$ cat src/rtl/ntt_stage_sched_pkg.sv
// Shared definitions for the NTT stage scheduler: FSM state encodings,
// add/sub slot encodings (must match the add/sub unit's sel input) and the
// datapath width define reused by the surrounding design.
// Optional feature macro used by the top: NTT_STAGE_SCHED_STATS_EN.
`ifndef DATA_SIZE_ARB
`define DATA_SIZE_ARB 32
`endif

package ntt_stage_sched_pkg;

  typedef enum logic [1:0] {
    ST_IDLE  = 2'd0,
    ST_RUN   = 2'd1,
    ST_DRAIN = 2'd2,
    ST_DONE  = 2'd3
  } state_t;

  // Slot 0 of a pair drives the unit as an adder, slot 1 as a subtractor.
  localparam logic SLOT_ADD = 1'b0;
  localparam logic SLOT_SUB = 1'b1;

endpackage

$ cat src/rtl/ntt_addr_gen.sv
// Butterfly pair address mapping for one (stage, k) point.
// half  = N >> (stage+1)
// addr0 = (k >> (LOG_N-1-stage)) * 2*half + (k & (half-1))
// addr1 = addr0 + half
// Both products are powers of two, so everything reduces to shifts and masks.
module ntt_addr_gen #(
  parameter  int LOG_N = 8,
  localparam int SW    = $clog2(LOG_N) + 1
) (
  input  logic [SW-1:0]    i_stage,
  input  logic [LOG_N-1:0] i_k,
  output logic [LOG_N-1:0] o_addr0,
  output logic [LOG_N-1:0] o_addr1
);

  localparam logic [SW-1:0]    LAST = SW'(LOG_N - 1);
  localparam logic [LOG_N-1:0] ONE  = LOG_N'(1);

  logic [SW-1:0]    w_sh;
  logic [LOG_N-1:0] w_half;
  logic [LOG_N-1:0] w_hi;
  logic [LOG_N-1:0] w_lo;

  // Group index scaled by the group span, plus offset inside the group.
  always_comb begin
    w_sh    = LAST - i_stage;
    w_half  = ONE << w_sh;
    w_hi    = (i_k >> w_sh) << (w_sh + SW'(1));
    w_lo    = i_k & (w_half - ONE);
    o_addr0 = w_hi | w_lo;
    o_addr1 = o_addr0 + w_half;
  end

endmodule

$ cat src/rtl/ntt_stage_sched.sv
// Sequencer driving one shared modular add/sub unit through every butterfly
// stage of an in-place N-point transform held in an external dual-port RAM.
// Every output is a flop: the FSM computes the next cycle's state and issue
// decision combinationally and registers them, so rd_en/addresses line up
// with the RUN cycles they belong to. hold is sampled at the clock edge that
// would register an issue and suppresses that issue.
// Handshake: no back-pressure from the RAM or unit; rd_en at cycle c means
// both RAM ports read at c, sel is valid at c+1 with the read data, and the
// unit result is written at c+1+LAT (wr_en/wr_addr).
// Optional feature: NTT_STAGE_SCHED_STATS_EN adds the 'cycles' busy counter.
module ntt_stage_sched
  import ntt_stage_sched_pkg::*;
#(
  parameter  int LOG_N = 8,
  parameter  int LAT   = 1,
  localparam int SW    = $clog2(LOG_N) + 1
) (
  input  logic                      clk,
  input  logic                      reset,
  input  logic                      start,
  input  logic [`DATA_SIZE_ARB-1:0] q_in,
  input  logic                      hold,
  output logic [`DATA_SIZE_ARB-1:0] q,
  output logic                      busy,
  output logic                      done,
  output logic                      rd_en,
  output logic [LOG_N-1:0]          rd_addr0,
  output logic [LOG_N-1:0]          rd_addr1,
  output logic                      sel,
  output logic                      wr_en,
  output logic [LOG_N-1:0]          wr_addr,
  output logic [SW-1:0]             stage,
  output state_t                    dbg_state
`ifdef NTT_STAGE_SCHED_STATS_EN
  ,
  output logic [31:0]               cycles
`endif
);

  localparam int               DRW        = (LAT > 1) ? $clog2(LAT + 1) : 1;
  localparam logic [LOG_N:0]   N_SLOTS    = {1'b1, {LOG_N{1'b0}}};
  localparam logic [SW-1:0]    LAST_STAGE = SW'(LOG_N - 1);
  localparam logic [DRW-1:0]   DRAIN_LAST = DRW'(LAT);

  state_t                    r_state;
  logic [SW-1:0]             r_stage;
  logic [LOG_N:0]            r_cnt;      // slots issued in this stage; k = cnt>>1, slot = cnt[0]
  logic [DRW-1:0]            r_drain;
  logic [`DATA_SIZE_ARB-1:0] r_q;
  logic                      r_busy;
  logic                      r_done;
  logic                      r_rd_en;
  logic                      r_rd_slot;
  logic [LOG_N-1:0]          r_rd_addr0;
  logic [LOG_N-1:0]          r_rd_addr1;
  logic                      r_sel;
  logic [LAT:0]              r_wp_valid;
  logic [LAT:0][LOG_N-1:0]   r_wp_addr;

  state_t                    w_state_nxt;
  logic [SW-1:0]             w_stage_nxt;
  logic [LOG_N:0]            w_cnt_base;
  logic [LOG_N:0]            w_cnt_nxt;
  logic [DRW-1:0]            w_drain_nxt;
  logic                      w_can_issue;
  logic                      w_issue;
  logic [LOG_N-1:0]          w_addr0;
  logic [LOG_N-1:0]          w_addr1;
  logic [LOG_N-1:0]          w_wb_addr;

  ntt_addr_gen #(.LOG_N(LOG_N)) u_addr_gen (
    .i_stage (w_stage_nxt),
    .i_k     (w_cnt_base[LOG_N:1]),
    .o_addr0 (w_addr0),
    .o_addr1 (w_addr1)
  );

  // Next-state and next-cycle issue decision.
  always_comb begin
    w_state_nxt = r_state;
    w_stage_nxt = r_stage;
    w_cnt_base  = r_cnt;
    w_drain_nxt = r_drain;
    w_can_issue = 1'b0;
    case (r_state)
      ST_IDLE: begin
        if (start) begin
          w_state_nxt = ST_RUN;
          w_stage_nxt = '0;
          w_cnt_base  = '0;
          w_can_issue = 1'b1;
        end
      end
      ST_RUN: begin
        if (r_cnt == N_SLOTS) begin
          w_state_nxt = ST_DRAIN;
          w_drain_nxt = '0;
        end else begin
          w_can_issue = 1'b1;
        end
      end
      ST_DRAIN: begin
        if (r_drain == DRAIN_LAST) begin
          if (r_stage == LAST_STAGE) begin
            w_state_nxt = ST_DONE;
          end else begin
            w_state_nxt = ST_RUN;
            w_stage_nxt = r_stage + SW'(1);
            w_cnt_base  = '0;
            w_can_issue = 1'b1;
          end
        end else begin
          w_drain_nxt = r_drain + DRW'(1);
        end
      end
      ST_DONE: w_state_nxt = ST_IDLE;
      default: w_state_nxt = ST_IDLE;
    endcase
    w_issue   = w_can_issue & ~hold;
    w_cnt_nxt = w_cnt_base + {{LOG_N{1'b0}}, w_issue};
  end

  // FSM state, counters and registered control outputs.
  always_ff @(posedge clk) begin
    if (reset) begin
      r_state    <= ST_IDLE;
      r_stage    <= '0;
      r_cnt      <= '0;
      r_drain    <= '0;
      r_q        <= '0;
      r_busy     <= 1'b0;
      r_done     <= 1'b0;
      r_rd_en    <= 1'b0;
      r_rd_slot  <= SLOT_ADD;
      r_rd_addr0 <= '0;
      r_rd_addr1 <= '0;
    end else begin
      r_state <= w_state_nxt;
      r_stage <= w_stage_nxt;
      r_cnt   <= w_cnt_nxt;
      r_drain <= w_drain_nxt;
      r_busy  <= (w_state_nxt == ST_RUN) || (w_state_nxt == ST_DRAIN);
      r_done  <= (w_state_nxt == ST_DONE);
      r_rd_en <= w_issue;
      if (r_state == ST_IDLE && start) r_q <= q_in;
      if (w_issue) begin
        r_rd_slot  <= w_cnt_base[0];
        r_rd_addr0 <= w_addr0;
        r_rd_addr1 <= w_addr1;
      end
    end
  end

  assign w_wb_addr = (r_rd_slot == SLOT_SUB) ? r_rd_addr1 : r_rd_addr0;

  // sel follows read data; write-back pipe delays {valid, addr} by 1+LAT.
  always_ff @(posedge clk) begin
    if (reset) begin
      r_sel      <= SLOT_ADD;
      r_wp_valid <= '0;
      r_wp_addr  <= '0;
    end else begin
      r_sel      <= r_rd_en & r_rd_slot;
      r_wp_valid <= {r_wp_valid[LAT-1:0], r_rd_en};
      r_wp_addr  <= {r_wp_addr[LAT-1:0], w_wb_addr};
    end
  end

`ifdef NTT_STAGE_SCHED_STATS_EN
  logic [31:0] r_cycles;

  // Busy-cycle counter, cleared by an accepted start and frozen after done.
  always_ff @(posedge clk) begin
    if (reset) begin
      r_cycles <= '0;
    end else if (r_state == ST_IDLE && start) begin
      r_cycles <= '0;
    end else if (r_busy) begin
      r_cycles <= r_cycles + 32'd1;
    end
  end

  assign cycles = r_cycles;
`endif

  assign q         = r_q;
  assign busy      = r_busy;
  assign done      = r_done;
  assign rd_en     = r_rd_en;
  assign rd_addr0  = r_rd_addr0;
  assign rd_addr1  = r_rd_addr1;
  assign sel       = r_sel;
  assign wr_en     = r_wp_valid[LAT];
  assign wr_addr   = r_wp_addr[LAT];
  assign stage     = r_stage;
  assign dbg_state = r_state;

endmodule

$ cat config.mk
export PLATFORM = sky130hd
export DESIGN_NAME = ntt_stage_sched
export DESIGN_NICKNAME = d
export VERILOG_FILES = /design/src/rtl/ntt_stage_sched_pkg.sv /design/src/rtl/ntt_addr_gen.sv /design/src/rtl/ntt_stage_sched.sv
export SDC_FILE = /design/constraint.sdc
export NUM_CORES = 1
export LEC_CHECK = 0
export CAP_MARGIN = 20
export CORE_UTILIZATION = 45
export CTS_BUF_LIST = sky130_fd_sc_hd__clkbuf_4 sky130_fd_sc_hd__clkbuf_8 sky130_fd_sc_hd__clkbuf_16
export DETAILED_ROUTE_END_ITERATION = 7
export PLACE_DENSITY = 0.73
export REMOVE_ABC_BUFFERS = 1
export SLEW_MARGIN = 10
export SYNTH_ARGS = -nofsm -noshare
export SYNTH_HDL_FRONTEND = slang
export SYNTH_SLANG_ARGS = --single-unit
$ cat constraint.sdc
create_clock -name clk -period 4.55 [get_ports clk]
set_clock_uncertainty 0.2 [all_clocks]
set_input_delay 0.6825 -clock clk [delete_from_list [all_inputs] [get_ports clk]]
set_output_delay 0.6825 -clock clk [all_outputs]
set_load 0.005 [all_outputs]
==> flow_summary.json <==
{
  "grtUsageMet1_pct": 30.95,
  "tightest_slew_ps": 843.7,
  "startpoint": "start",
  "min_path_cells": 1,
  "grt_antenna_before_repair": 0,
  "ys_seq_elements": 87,
  "place.gp.congestion": 0.9533,
  "critPathKind": "in2reg",
  "synth_warnings": 0,
  "hp-start": "r_wp_addr[6]$_SDFF_PP0_",
  "yosys-mux-area-fraction_pct": 6.156,
  "maxSlewViolCount": 0,
  "die-area_um2": 10200,
  "synth_top_area_cell": "dfxtp_1",
  "synth_fa_ha_area_share_pct": 4.993,
  "start_util_pct": 47.06,
  "crit_slowest_cell": "clkdlybuf4s50_1",
  "ys_seq_area_share_pct": 39.49,
  "path_cells": "clkdlybuf4s50_1 -> buf_4 -> nor3b_4 -> a21oi_2 -> a21o_4 -> inv_4 -> buf_4 -> ha_4 -> buf_4 -> xor2_2 -> a21oi_1 -> a31oi_1 -> inv_1 -> ha_1 -> a21oi_2 -> o21ai_2 -> a21oi_2 -> o21bai_1 -> a21oi_2 -> xnor2_2 -> or4b_1 -> nand3_1",
  "cp.depth": 22,
  "outcome": "finished, final reports clean",
  "setup_slack_ps": 134.4,
  "grt_max_degree": 48,
  "maxCapViolCount": 0,
  "p_per_area_nw_per_um2": 255.9,
  "dr_total_vias": 4217,
  "p_leak_uw": 0.002464,
  "synth_edf_count": 0,
  "critPathMaxStageDelay_ps": 490,
  "pin_count": 103,
  "path_common_cell": "a21oi_2",
  "cts-root-buf": "clkbuf_8",
  "drt_pass1_iterations": 5,
  "holdCritPathClass": "reg2reg",
  "ys_types": 66,
  "drt-total-wl_um": 11790,
  "vdd_drop_max_v": 0.0001677,
  "vias_per_cell": 5.284,
  "clk_pin_slew_ps": 90,
  "antenna_left": 0,
  "synthesis.area_um2": 4410,
  "final_nets": 717,
  "dp_hpwl_um": 8501,
  "synth_most_common_cell": "dfxtp_1",
  "top_usage_layer": "met2",
  "met3_usage_pct": 5.479,
  "use_met2_pct": 39.57,
  "die_h_um": 101,
  "layout.cells.non_filler": 798,
  "wl_per_cell_um": 14.78,
  "grt_pass1_vias": 3962,
  "cts.sinks": 87,
  "synth-main-ff-cell": "dfxtp_1",
  "drc": 0,
  "async_flop_share_pct": 0,
  "synthTopCellsByArea": "dfxtp_1, nand2_1, mux2i_1, a21oi_1, ha_1",
  "port_buffers": 102,
  "worstSkewPairLatency_ps": 360,
  "die_w_um": 101,
  "synth_top_cell_area_share_pct": 39.49,
  "postSynthAreaPerCell_um2": 8.322,
  "htreeDepth": 3,
  "clockBufferDepth": 2,
  "grt_pass1_wl_um": 19180,
  "end_kind": "flip-flop",
  "cp_max_fo": 7,
  "setup_viol": 0,
  "post-place-cells": 778,
  "grt_use_total_pct": 23.92,
  "hold_viol_final": 0,
  "cts_buffers": 9,
  "total_power_uw": 1589,
  "min_period_ps": 4416,
  "finalCritPeriodShare_pct": 97.05,
  "synth_commonest_cells": "dfxtp_1, nand2_1, a21oi_1, nor2_1, mux2i_1",
  "pre_cts_ws_ps": -355.4,
  "cp-start-kind": "primary input",
  "synth_top_family_by_area": "simple AND/OR/NAND/NOR gates",
  "fin_util_pct": 66.27,
  "yosys.area_share.simple_pct": 24.31,
  "slew_headroom_pct": 43.75,
  "drive_above_1_share_pct": 17.19,
  "worstPathArrival_ps": 4510,
  "diodes": 0,
  "whs_ps": 241.2,
  "required_ps": 4640,
  "crit_buf_inv": 6,
  "core-area_um2": 9371,
  "rows": 35,
  "clock.fmax_mhz": 226.5,
  "area_growth_pct": 40.82,
  "synth-xor-area-share_pct": 3.376,
  "cts_tree": "done",
  "synth_cells": 530,
  "r2r_start": "stage[0]$_SDFF_PP0_",
  "synth_compound_area_share_pct": 15.63,
  "rr_worst_depth": 20,
  "grt_overflow": 0,
  "dr.first_iter.drc_count": 161,
  "path_delay_family": "compound AO/OA/AOI/OAI gates"
}
## worst reg2reg max path, delay by kind of cell, from the launching register on
family / cells / cell delay (ps)
AND/OR/NAND/NOR: 6 / 1570
XOR/XNOR: 1 / 90
buffers and inverters: 3 / 310
flip-flops: 1 / 380
adder cells (fa/ha/maj): 2 / 510
AO/OA/AOI/OAI: 8 / 1190
## what timing repair did
item / 4_1_cts / 5_1_grt
buffers inserted: 0 / 4
pin swaps: 0 / 12
hold buffers: 0 / 0
setup endpoints to repair: 1 / 2
resized for setup: 1 / 27
## where the power goes
part | internal (uW) | switching (uW)
logic | 114 | 85.8
clock network | 279 | 298
registers | 794 | 18.7
total | 1190 | 402
## cells in the final DEF (no fill, tap or decap), drive strengths merged, types with 12 or more instances in the layout
cell,count
clkdlybuf4s50,101
inv,16
nor3,13
nand3,14
o21ai,13
nor2,45
a21oi,48
nand2,86
nor2b,18
and3,12
dfxtp,87
ha,16
buf,65
mux2i,26
## metal layers
metal,wire length [um],vias to the layer above
met2,5521,147
li1,-,2082
met4,134,0
met1,5407,1974
met3,729,14
met5,0,-
## registers in the layout, summed over array words and instances, names as in the netlist, 2 cells and up
register / flops
rd_addr1: 8
rd_addr0: 8
q: 32
stage: 4
r_wp_addr: 8
r_cnt: 9
dbg_state: 2
r_wp_valid: 2
wr_addr: 8
## path summary, 6_finish.rpt
path	endpoint	slack, ps
setup / recovery	rd_addr1[7]$_SDFFE_PP0P_	130
hold / removal	wr_addr[6]$_SDFF_PP0_	240
setup reg to reg	rd_addr1[7]$_SDFFE_PP0P_	260
hold reg to reg	wr_addr[6]$_SDFF_PP0_	240
## through the flow
| stage | setup TNS [ps] | area (um2) |
|---|---|---|
| floorplan | -1578 | 4195 |
| global placement | -339.5 | 5829 |
| detailed placement | -522.3 | 5829 |
| CTS | 0 | 6050 |
| global route | -49.99 | 6211 |
| finish | 0 | 6211 |
## area by class of cell
type                            count  area (um2)
Clock buffer                       10       137.6
Clock inverter                      6       75.07
Fill cell                         803        3161
Inverter                           13       51.30
Multi-Input combinational cell    387        2540
Sequential cell                    87        1742
Tap cell                          129       161.4
Timing Repair Buffer              166        1504
## cell families after synthesis
group,count (synthesis)
buffers and inverters,56
AOI/OAI and AO/OA,104
xor gates and xnor gates,17
muxes,27
and+or+nand+nor,222
adders and majority gates,17
DFF,87
(Power assumes the default switching activity.)
